## config.mk

```make
export PLATFORM = sky130hd
export DESIGN_NAME = mmio_fifo
export DESIGN_NICKNAME = d
export VERILOG_FILES = /design/src/rtl/mmio_fifo.sv
export SDC_FILE = /design/constraint.sdc
export NUM_CORES = 1
export LEC_CHECK = 0
export CORE_UTILIZATION = 44
export DETAILED_ROUTE_END_ITERATION = 12
export PLACE_DENSITY_LB_ADDON = 0.3
export SLEW_MARGIN = 20
export SYNTH_ARGS = -nofsm -noshare
export SYNTH_HDL_FRONTEND = slang
export SYNTH_SLANG_ARGS = --single-unit
```

## constraint.sdc

```tcl
create_clock -name clk -period 8.14 [get_ports clk]
set_input_delay 0.814 -clock clk [delete_from_list [all_inputs] [get_ports clk]]
set_output_delay 0.814 -clock clk [all_outputs]
set_load 0.01 [all_outputs]
```

## src/rtl/mmio_fifo.sv

```systemverilog
`default_nettype none
// +--------------------------------------------------------------------------+
// | Module   : mmio_fifo                                                     |
// | Purpose  : Single-clock FIFO buffering host MMIO write data for later    |
// |            MMIO reads of the AFU data port. Registered pop response,     |
// |            occupancy counter and sticky overflow/underflow flags.        |
// | Revision : 1.0  initial release                                          |
// +--------------------------------------------------------------------------+
module mmio_fifo #(
  parameter int BITS  = 64,
  parameter int DEPTH = 8
) (
  input  logic                     clk,
  input  logic                     rst,
  input  logic                     clr,
  input  logic                     wr_en,
  input  logic [BITS-1:0]          wr_data,
  input  logic                     rd_en,
  output logic [BITS-1:0]          rd_data,
  output logic                     rd_valid,
  output logic [$clog2(DEPTH):0]   count,
  output logic                     full,
  output logic                     empty,
  output logic                     ovf,
  output logic                     udf
);

  localparam int AW = $clog2(DEPTH);
  localparam int CW = AW + 1;
  localparam logic [CW-1:0] FULL_COUNT = CW'(DEPTH);

  logic [BITS-1:0] mem [DEPTH];
  logic [AW-1:0]   wr_ptr;
  logic [AW-1:0]   rd_ptr;

  logic pop_ok;
  logic push_ok;
  logic push_drop;
  logic pop_empty;

  // Status decodes purely from the registered occupancy counter.
  assign full  = (count == FULL_COUNT);
  assign empty = (count == '0);

  // Acceptance is judged on pre-edge state; a pop in the same cycle frees
  // the slot a push into a full FIFO needs. No bypass: an empty FIFO never pops.
  always_comb begin
    pop_ok    = rd_en && !empty;
    push_ok   = wr_en && (!full || rd_en);
    push_drop = wr_en && full && !rd_en;
    pop_empty = rd_en && empty;
  end

  // Storage array: written on accepted pushes, never reset, untouched by flush.
  always_ff @(posedge clk) begin
    if (push_ok && !clr) begin
      mem[wr_ptr] <= wr_data;
    end
  end

  // Pointers, occupancy, pop response and sticky error flags.
  always_ff @(posedge clk or posedge rst) begin
    if (rst) begin
      wr_ptr   <= '0;
      rd_ptr   <= '0;
      count    <= '0;
      rd_data  <= '0;
      rd_valid <= 1'b0;
      ovf      <= 1'b0;
      udf      <= 1'b0;
    end else if (clr) begin
      // Flush wins over any push/pop this cycle; rd_data is kept as-is.
      wr_ptr   <= '0;
      rd_ptr   <= '0;
      count    <= '0;
      rd_valid <= 1'b0;
      ovf      <= 1'b0;
      udf      <= 1'b0;
    end else begin
      rd_valid <= pop_ok;
      if (push_ok) begin
        wr_ptr <= wr_ptr + AW'(1);
      end
      if (pop_ok) begin
        rd_ptr  <= rd_ptr + AW'(1);
        rd_data <= mem[rd_ptr];
      end else if (pop_empty) begin
        // The responder returns zero for a read of an empty data port.
        rd_data <= '0;
      end
      count <= count + CW'(push_ok) - CW'(pop_ok);
      if (push_drop) begin
        ovf <= 1'b1;
      end
      if (pop_empty) begin
        udf <= 1'b1;
      end
    end
  end

endmodule
`default_nettype wire

```

==> results of run 1 <==
==> synthesized netlist by cell type, drive strengths merged, types with 2 or more instances <==
library cell / number
nor3: 2
a21oi: 3
xor2: 4
nand2b: 6
o31ai: 63
dfrtp: 77
o22ai: 63
nor2b: 12
inv: 11
nor2: 71
buf: 47
edfxtp: 512
mux2: 126
mux4: 64
clkbuf: 19
nand3: 2
xnor2: 2
a211oi: 2
or3b: 3
nand2: 68
ha: 8
==> power by group through the flow <==
stage / clock network, mW / registers [mW] / logic, mW
floorplan: 0 / 3.77 / 1.05
global placement: 0 / 3.81 / 1.58
detailed placement: 0 / 3.81 / 1.61
CTS: 2.72 / 3.76 / 1.61
global route: 2.83 / 3.78 / 1.72
finish: 2.67 / 3.74 / 1.58
==> path summary, 6_finish.rpt <==
kind	start	endpoint	slack (ps)	depth (start not counted)
setup reg to reg	count[2]	mem[5][6]	4770	7
hold / removal	rd_data[49]	rd_data[49]	470	2
setup / recovery	rd_en	mem[5][6]	4620	5
min in group asynchronous	rst	ovf	590	2
max in group asynchronous	rst	rd_ptr[1]	6370	3
hold reg to reg	rd_data[49]	rd_data[49]	470	2
==> state kept, by name (all words and copies together), names as in the netlist <==
register  cells
count         4
mem         512
ovf           1
rd_data      64
rd_ptr        3
rd_valid      1
udf           1
wr_ptr        3
==> routing by layer <==
layer | global-route usage | vias to the layer above
met3 | 0.0280 | 74
li1 | - | 4968
met4 | 0.0547 | 4
met5 | 0 | -
met2 | 0.306 | 249
met1 | 0.241 | 5764
==> through the flow <==
stage | hold WS [ps] | instance area, um^2 | setup slack [ps] | std cells
6_report | 474 | 26400 | 4620 | 2046
5_1_grt | 506 | 26400 | 4480 | 2046
4_1_cts | 479 | 26400 | 4600 | 2045
3_5_place_dp | 466 | 24500 | 3970 | 1934
3_3_place_gp | 462 | 24500 | 4000 | 1934
2_1_floorplan | 511 | 22500 | 1620 | 1174
==> critical path, stage by stage <==
cell	delay, ps
clkdlybuf4s50_1	680
o21ai_2	180
or3b_2	610
nor2_4	830
buf_4	570
==> logic make-up after synthesis <==
group	share of synthesized area
DFF	0.769
muxes	0.128
and+or+nand+nor	0.0308
AOI/OAI and AO/OA	0.0427
buffers and inverters	0.0227
adders and majority gates	0.00534
xor gates and xnor gates	0.00233
==> area by class of cell <==
cell class,count,area share
diodes,1,0.0000947
clock buffers,85,0.0634
clock inverters,26,0.00928
inverters,11,0.00166
multi-input cells,508,0.181
flip-flops and latches,589,0.655
well taps,672,0.0318
repair buffers,154,0.0576
==> impl_metrics.yaml, run 1 <==
outcome:
  status: "completed"
detailed_routing:
  wirelength_met1_mm: 20.0
  routed.top_layer: "met5"
  wl_met2_mm: 23.3
  vias: 11059
  ant_nets: 0
  vias_per_cell: 5.41
  route.detailed.drc: 0
  post_drt_wl_per_cell_um: 22.6
  drt-total-wl_mm: 46.2
  drt_first_pass_iters: 5
  drt_iter0_markers: 817
  met3WireLength_mm: 1.81
cts:
  postCtsResizedCells: 0
  cts_root_buf: "clkbuf_16"
  numCtsBuffers: 59
  cts_hold_buf: 0
  clock-sinks: 589
  cts_setup_buffers: 0
  clk_latency_ps: 600
  cts_tree: "built"
  htreeDepth: 2
  clk_pin_slew_ps: 60
  clock_path_buffers: 3
pwr:
  power.switching_mw: 2.01
  p_leak_nw: 8.75
  p_per_area_mw_per_mm2: 302
  combPwrFrac: 0.198
  p_seq_frac: 0.468
  p_total_mw: 7.99
  p_clk_frac: 0.334
  ir_worst_vdd_mv: 0.236
  swShare: 0.252
  p_int_mw: 5.98
sta:
  timing.final.crit_share: 0.432
  hold_viol_final: 0
  slew_headroom: 0.299
  finalSetupViolCount: 0
  max_freq_mhz: 284
  rsz0062_at_grt: "no"
  fin_tns_setup_ps: 0
  clock-skew-final_ps: 18.4
  period_needed_ps: 3520
  worst_pin_slew_ps: 1050
  final-max-slew-violation-count: 0
place:
  dp_hpwl_mm: 24.8
  place.gp.congestion: 0.733
  io_buffers: 141
grt:
  grt_max_degree: 161
  globalRouteOverflowTotal: 0
  grt_antenna_before_repair: 3
  grt_pass1_wl_mm: 71.3
  grt_pass1_vias: 11688
  grt_use_total: 0.180
worst_setup_path:
  worstPathMaxFanout: 34
  crit_path_start_kind: "input port"
  required_ps: 8370
  end_kind: "register"
  cp.arrival_ps: 3750
  criticalPathCategory: "in2reg"
floorplan:
  floorplan.die_area_mm2: 0.0521
  core-area_mm2: 0.0503
  initial_core_util: 0.448
  row_count: 82
  ios: 142
  fp.dieW_um: 228
  dieHeight_um: 228
finish:
  final_nets: 1401
  drive_above_1_share: 0.224
  final_core_util: 0.526
  multiInputGateArea_mm2: 0.00479
  nFillCells: 4026
  area_growth_pct: 17.4
  final_common_cell: "edfxtp_1"
  layout.cells.most_common_list: "512 x edfxtp_1, 141 x clkdlybuf4s50_1, 126 x mux2_2, 74 x dfrtp_1, 67 x nand2_1"
  seqCellArea_mm2: 0.0173
synth:
  syn_inst: 1174
  yosys_warnings: 0
  seq_area_frac_synth: 0.769
  synth_cell_types: 37
  synth_area_leaders: "edfxtp_1 68%, dfrtp_1 8.6%, mux2_2 6.3%"
  yosys.area.top_type: "edfxtp_1"
  synth-edff-count: 512
  syn_avg_cell_area_um2: 19.2
  synth-main-ff-cell: "edfxtp_1"
  synthesis.nets: 1252
  ys_ff_latch: 589
  synth_area_mm2: 0.0225
  ys_async_sr_fraction: 0.131
  synth_top_area_frac: 0.683
min_path:
  holdCritPathClass: "reg2reg"
job:
  maxCapViolCount: 0
No activity file was read; power rests on OpenSTA's default activity.
==> run 2: changes to the inputs <==
clock period = 3.4 ns   (was 8.14 ns; I/O delays follow)
==> impl_metrics.yaml, run 2 (same netlist as run 1, synthesis figures left out) <==
cts:
  numCtsBuffers: 58
  cts_hold_buf: 0
  cts_root_buf: "clkbuf_16"
  clk_latency_ps: 610
  htreeDepth: 2
  clk_pin_slew_ps: 60
  cts_setup_buffers: 0
  postCtsResizedCells: 0
  clock_path_buffers: 3
  clock-sinks: 589
  cts_tree: "built"
finish:
  drive_above_1_share: 0.238
  area_growth_pct: 18.8
  largest-register: "mem"
  layout.cells.most_common_list: "512 x edfxtp_1, 141 x clkdlybuf4s50_1, 126 x mux2_2, 74 x dfrtp_1, 67 x nand2_1"
  largest_register_ffs: 512
  final_nets: 1413
  reg_top3: "mem (512), rd_data (64), count (4)"
  final_common_cell: "edfxtp_1"
grt:
  grt_antenna_before_repair: 4
  grt_pass1_wl_mm: 71.8
  grt_pass1_vias: 11850
  grt_max_degree: 66
  grt_use_total: 0.181
  met1_usage: 0.236
  globalRouteOverflowTotal: 0
  grt_busiest_layer: "met2"
  grt_util_met2: 0.315
  use_met3: 0.0300
worst_setup_path:
  cp.arrival_ps: 2390
  required_ps: 3060
  slowest_delay_ps: 540
  cp_common_cell: "inv_1"
  end_kind: "primary output"
  crit_path_start_kind: "register"
  cp_top_family: "buffers and inverters"
  cp_slowest_cell: "clkdlybuf4s50_1"
  criticalPathCategory: "reg2out"
  worstPathMaxFanout: 5
  cp_num_buf_inv: 3
  crit_chain: "inv_1, ha_1, or3b_2, inv_1, clkdlybuf4s50_1"
detailed_routing:
  route.detailed.drc: 0
  vias: 11073
  post_drt_wl_per_cell_um: 22.6
  ant_nets: 0
  drt_first_pass_iters: 5
  drt_iter0_markers: 788
  drt-total-wl_mm: 46.5
  vias_per_cell: 5.38
sta:
  clock-skew-final_ps: 22.2
  final-max-slew-violation-count: 0
  worst_pin_slew_ps: 933
  finalSetupViolCount: 0
  max_freq_mhz: 366
  slew_headroom: 0.378
  worst_slack_ps: 670
  timing.final.crit_share: 0.803
  hold_viol_final: 0
  fin_tns_setup_ps: 0
  rsz0062_at_grt: "no"
  period_needed_ps: 2730
outcome:
  status: "completed"
floorplan:
  fp.dieW_um: 228
  dieHeight_um: 228
  core-area_mm2: 0.0503
  initial_core_util: 0.448
  floorplan.die_area_mm2: 0.0521
  ios: 142
  row_count: 82
pwr:
  p_per_area_mw_per_mm2: 726
  p_total_mw: 19.4
  ir_worst_vdd_mv: 0.411
  p_leak_nw: 8.86
job:
  maxCapViolCount: 0
place:
  place.gp.congestion: 0.724
  pre_cts_ws_ps: 574
  dp_hpwl_mm: 25.7
  io_buffers: 141
min_path:
  holdCritPathClass: "in2async"
[run 2: cell count changes in the layout (fill, tap and decap cells not counted), moves of 2 or more]
cell,before,now
buf_12,1,12
clkbuf_1,18,11
clkinv_1,13,10
buf_4,12,14
clkbuf_16,61,58
clkinv_2,7,9
diode_2,1,3
clkbuf_8,6,4
clkinvlp_4,0,3
nor3_2,2,0
inv_6,0,3
nor3_4,0,2
bufinv_16,5,9
[run 2: worst paths after layout]
| kind | from | end | slack (ps) | cells after the start |
|---|---|---|---|---|
| setup / recovery | count[2] | empty | 670 | 5 |
| hold / removal | rst | rd_data[43] | 200 | 2 |
| setup reg to reg | count[2] | count[2] | 790 | 11 |
| hold reg to reg | rd_data[2] | rd_data[2] | 480 | 2 |
| max in group asynchronous | rst | rd_data[34] | 2310 | 3 |
| min in group clk | wr_en | ovf | 460 | 3 |
[run 2: metrics by stage]
stage	hold WS, ps	util	std cells	cell area, um^2
finish	195	0.532	2059	26700
detailed placement	466	0.492	1947	24800
global route	231	0.532	2057	26700
CTS	206	0.532	2056	26700
floorplan	406	-	1174	22600
global placement	464	0.492	1947	24800
[run 2: final cells by class]
class                           instances  area, um^2
Fill cell                            4000       23500
Sequential cell                       589       17300
Multi-Input combinational cell        508        4800
Timing Repair Buffer                  167        1760
Clock buffer                           73        1550
Tap cell                              672         841
Clock inverter                         36         427
Inverter                               11        43.8
Antenna cell                            3        7.51
[run 2: where the power goes]
group | total (mW) | switching, mW | leakage [nW] | internal [mW]
combinational | 3.92 | 1.78 | 2.29 | 2.14
clock | 6.59 | 2.68 | 0.960 | 3.91
sequential | 8.91 | 0.475 | 5.62 | 8.44
[run 2: per-layer routing]
metal	vias up	part of all wire
li1	4974	-
met1	5810	0.42
met2	235	0.52
met3	52	0.046
met4	2	0.015
met5	-	0.00037
==> run 3: changes to the inputs <==
clock period = 2.25 ns   (was 3.4 ns; I/O delays follow)
==> impl_metrics.yaml, run 3 (same netlist as run 1, synthesis figures left out) <==
finish:
  layout.cells.most_common_list: "512 x edfxtp_1, 139 x clkdlybuf4s50_1, 126 x mux2_2, 83 x clkbuf_16, 74 x dfrtp_1"
  reg_top3: "mem (512), rd_data (64), count (4)"
  final_nets: 1529
  final_common_cell: "edfxtp_1"
  largest_register_ffs: 512
  largest-register: "mem"
  instances_no_fill: 2170
  area_growth_pct: 28.1
  drive_above_1_share: 0.302
  antenna_cells: 0
  final_core_util: 0.574
  nFillCells: 3718
detailed_routing:
  route.detailed.drc: 0
  drt-total-wl_mm: 55.5
  post_drt_wl_per_cell_um: 25.6
  vias: 11976
  vias_per_cell: 5.52
  drt_first_pass_iters: 7
  ant_nets: 0
  drt_iter0_markers: 1052
worst_setup_path:
  worstPathMaxFanout: 9
  worstRegToRegCells: 10
  crit_chain: "buf_6, ha_4, or3b_4, o21ai_4, or3_1, buf_6, buf_12, nor2_4, buf_12, clkbuf_16"
  startpoint: "count[3]"
  end_kind: "register"
  r2r-end: "mem[4][4]"
  slowest_delay_ps: 390
  required_ps: 2560
  cp.arrival_ps: 2730
  r2r-start: "count[3]"
  reg2reg_slack_ps: -160
  crit_path_start_kind: "register"
  endpoint: "mem[4][4]"
  cp_slowest_cell: "dfrtp_1"
  criticalPathCategory: "reg2reg"
sta:
  worst_pin_slew_ps: 452
  clock-skew-final_ps: 15.7
  worst_slack_ps: -163
  period_needed_ps: 2410
  final-max-slew-violation-count: 0
  rsz0062_at_grt: "yes"
  fin_tns_setup_ps: -34770
  max_freq_mhz: 414
  timing.final.crit_share: 1.07
  finalSetupViolCount: 467
  hold_viol_final: 0
  slew_headroom: 0.699
floorplan:
  ios: 142
  fp.dieW_um: 228
  dieHeight_um: 228
  core-area_mm2: 0.0503
  row_count: 82
  floorplan.die_area_mm2: 0.0521
  initial_core_util: 0.448
pwr:
  ir_worst_vdd_mv: 0.574
  power.switching_mw: 7.66
  p_clk_frac: 0.319
  p_seq_frac: 0.451
  p_total_mw: 29.6
  p_int_mw: 22.0
  swShare: 0.258
  combPwrFrac: 0.231
  p_per_area_mw_per_mm2: 1030
  p_leak_nw: 9.80
grt:
  grt_max_degree: 65
  grt_pass1_vias: 12302
  grt_use_total: 0.193
  grt_antenna_before_repair: 1
  grt_pass1_wl_mm: 75.9
  globalRouteOverflowTotal: 0
cts:
  cts_tree: "built"
  clock_path_buffers: 3
  numCtsBuffers: 57
  cts_root_buf: "clkbuf_16"
  htreeDepth: 2
  clk_pin_slew_ps: 60
  clock-sinks: 589
  clk_latency_ps: 620
place:
  io_buffers: 141
  dp_hpwl_mm: 28.8
  placed_cells: 1983
  place.gp.congestion: 0.737
job:
  maxCapViolCount: 0
outcome:
  status: "finished, violations left"
  failed_checks: "negative setup slack"
min_path:
  holdCritPathClass: "in2reg"
==> run 3: changes by cell type in the layout (fill, tap and decap cells not counted), sizes merged <==
cell,previous run,this run
bufinv,9,4
clkinvlp,3,1
clkdlybuf4s50,141,139
dlygate4sd3,0,1
diode,3,0
buf,26,118
clkbuf,73,110
clkinv,21,14
==> run 3: critical path: cells and delay by family, from the launching register on <==
| family | cells | cell delay, ps |
|---|---|---|
| AO/OA/AOI/OAI | 1 | 70 |
| flip-flops | 1 | 390 |
| buffers and inverters | 5 | 780 |
| adder cells (fa/ha/maj) | 1 | 140 |
| AND/OR/NAND/NOR | 3 | 750 |
==> run 3: power by group through the flow <==
| stage | clock [mW] | sequential (mW) | combinational (mW) |
|---|---|---|---|
| floorplan | 0 | 13.6 | 3.82 |
| global placement | 0 | 13.6 | 6.47 |
| detailed placement | 0 | 13.6 | 6.54 |
| CTS | 9.59 | 13.4 | 6.86 |
| global route | 10.0 | 13.4 | 7.35 |
| finish | 9.44 | 13.4 | 6.83 |
==> run 3: worst min path at each step <==
| stage | startpoint | end | slack, ps | cells past startpoint |
|---|---|---|---|---|
| after detailed placement | rd_data[4] | rd_data[4] | 470 | 2 |
| after floorplan | clr | count[0] | 290 | 1 |
| after global routing | wr_data[20] | mem[7][20] | 360 | 1 |
| final | wr_data[40] | mem[6][40] | 350 | 1 |
| after CTS | wr_data[58] | mem[4][58] | 340 | 1 |
| after global placement | rd_data[45] | rd_data[45] | 460 | 2 |
==> run 3: timing repair <==
item / in CTS / in global routing
gates cloned: 7 / 39
hold buffers: 1 / 0
hold endpoints to repair: 17 / 0
pin swaps: 5 / 9
endpoints found under the setup margin: 134 / 514
gates resized for setup: 39 / 49
setup buffers: 21 / 20
==> run 3: per-layer routing <==
| metal | GRT usage | up-vias | wire (um) |
|---|---|---|---|
| met1 | 0.255 | 6286 | 22700 |
| li1 | - | 5229 | - |
| met2 | 0.333 | 394 | 28900 |
| met5 | 0 | - | 9 |
| met3 | 0.0250 | 65 | 2810 |
| met4 | 0.0594 | 2 | 1110 |
==> run 3: through the flow <==
| step | hold slack (ps) | worst slack, ps | area [um^2] |
|---|---|---|---|
| after floorplan | 291 | -1140 | 22600 |
| after CTS | 340 | -145 | 27700 |
| after detailed placement | 468 | -167 | 25300 |
| after global placement | 462 | -152 | 25300 |
| after global routing | 362 | -222 | 28800 |
| final | 354 | -163 | 28800 |
==> run 3: layout make-up <==
type                    instances  area, um^2  share of cell area
inverters                      11        43.8             0.00152
clock inverters                22         220             0.00764
multi-input cells             508        4850               0.168
well taps                     672         841              0.0292
clock buffers                  84        1630              0.0565
repair buffers                284        3940               0.136
flip-flops and latches        589       17300               0.600
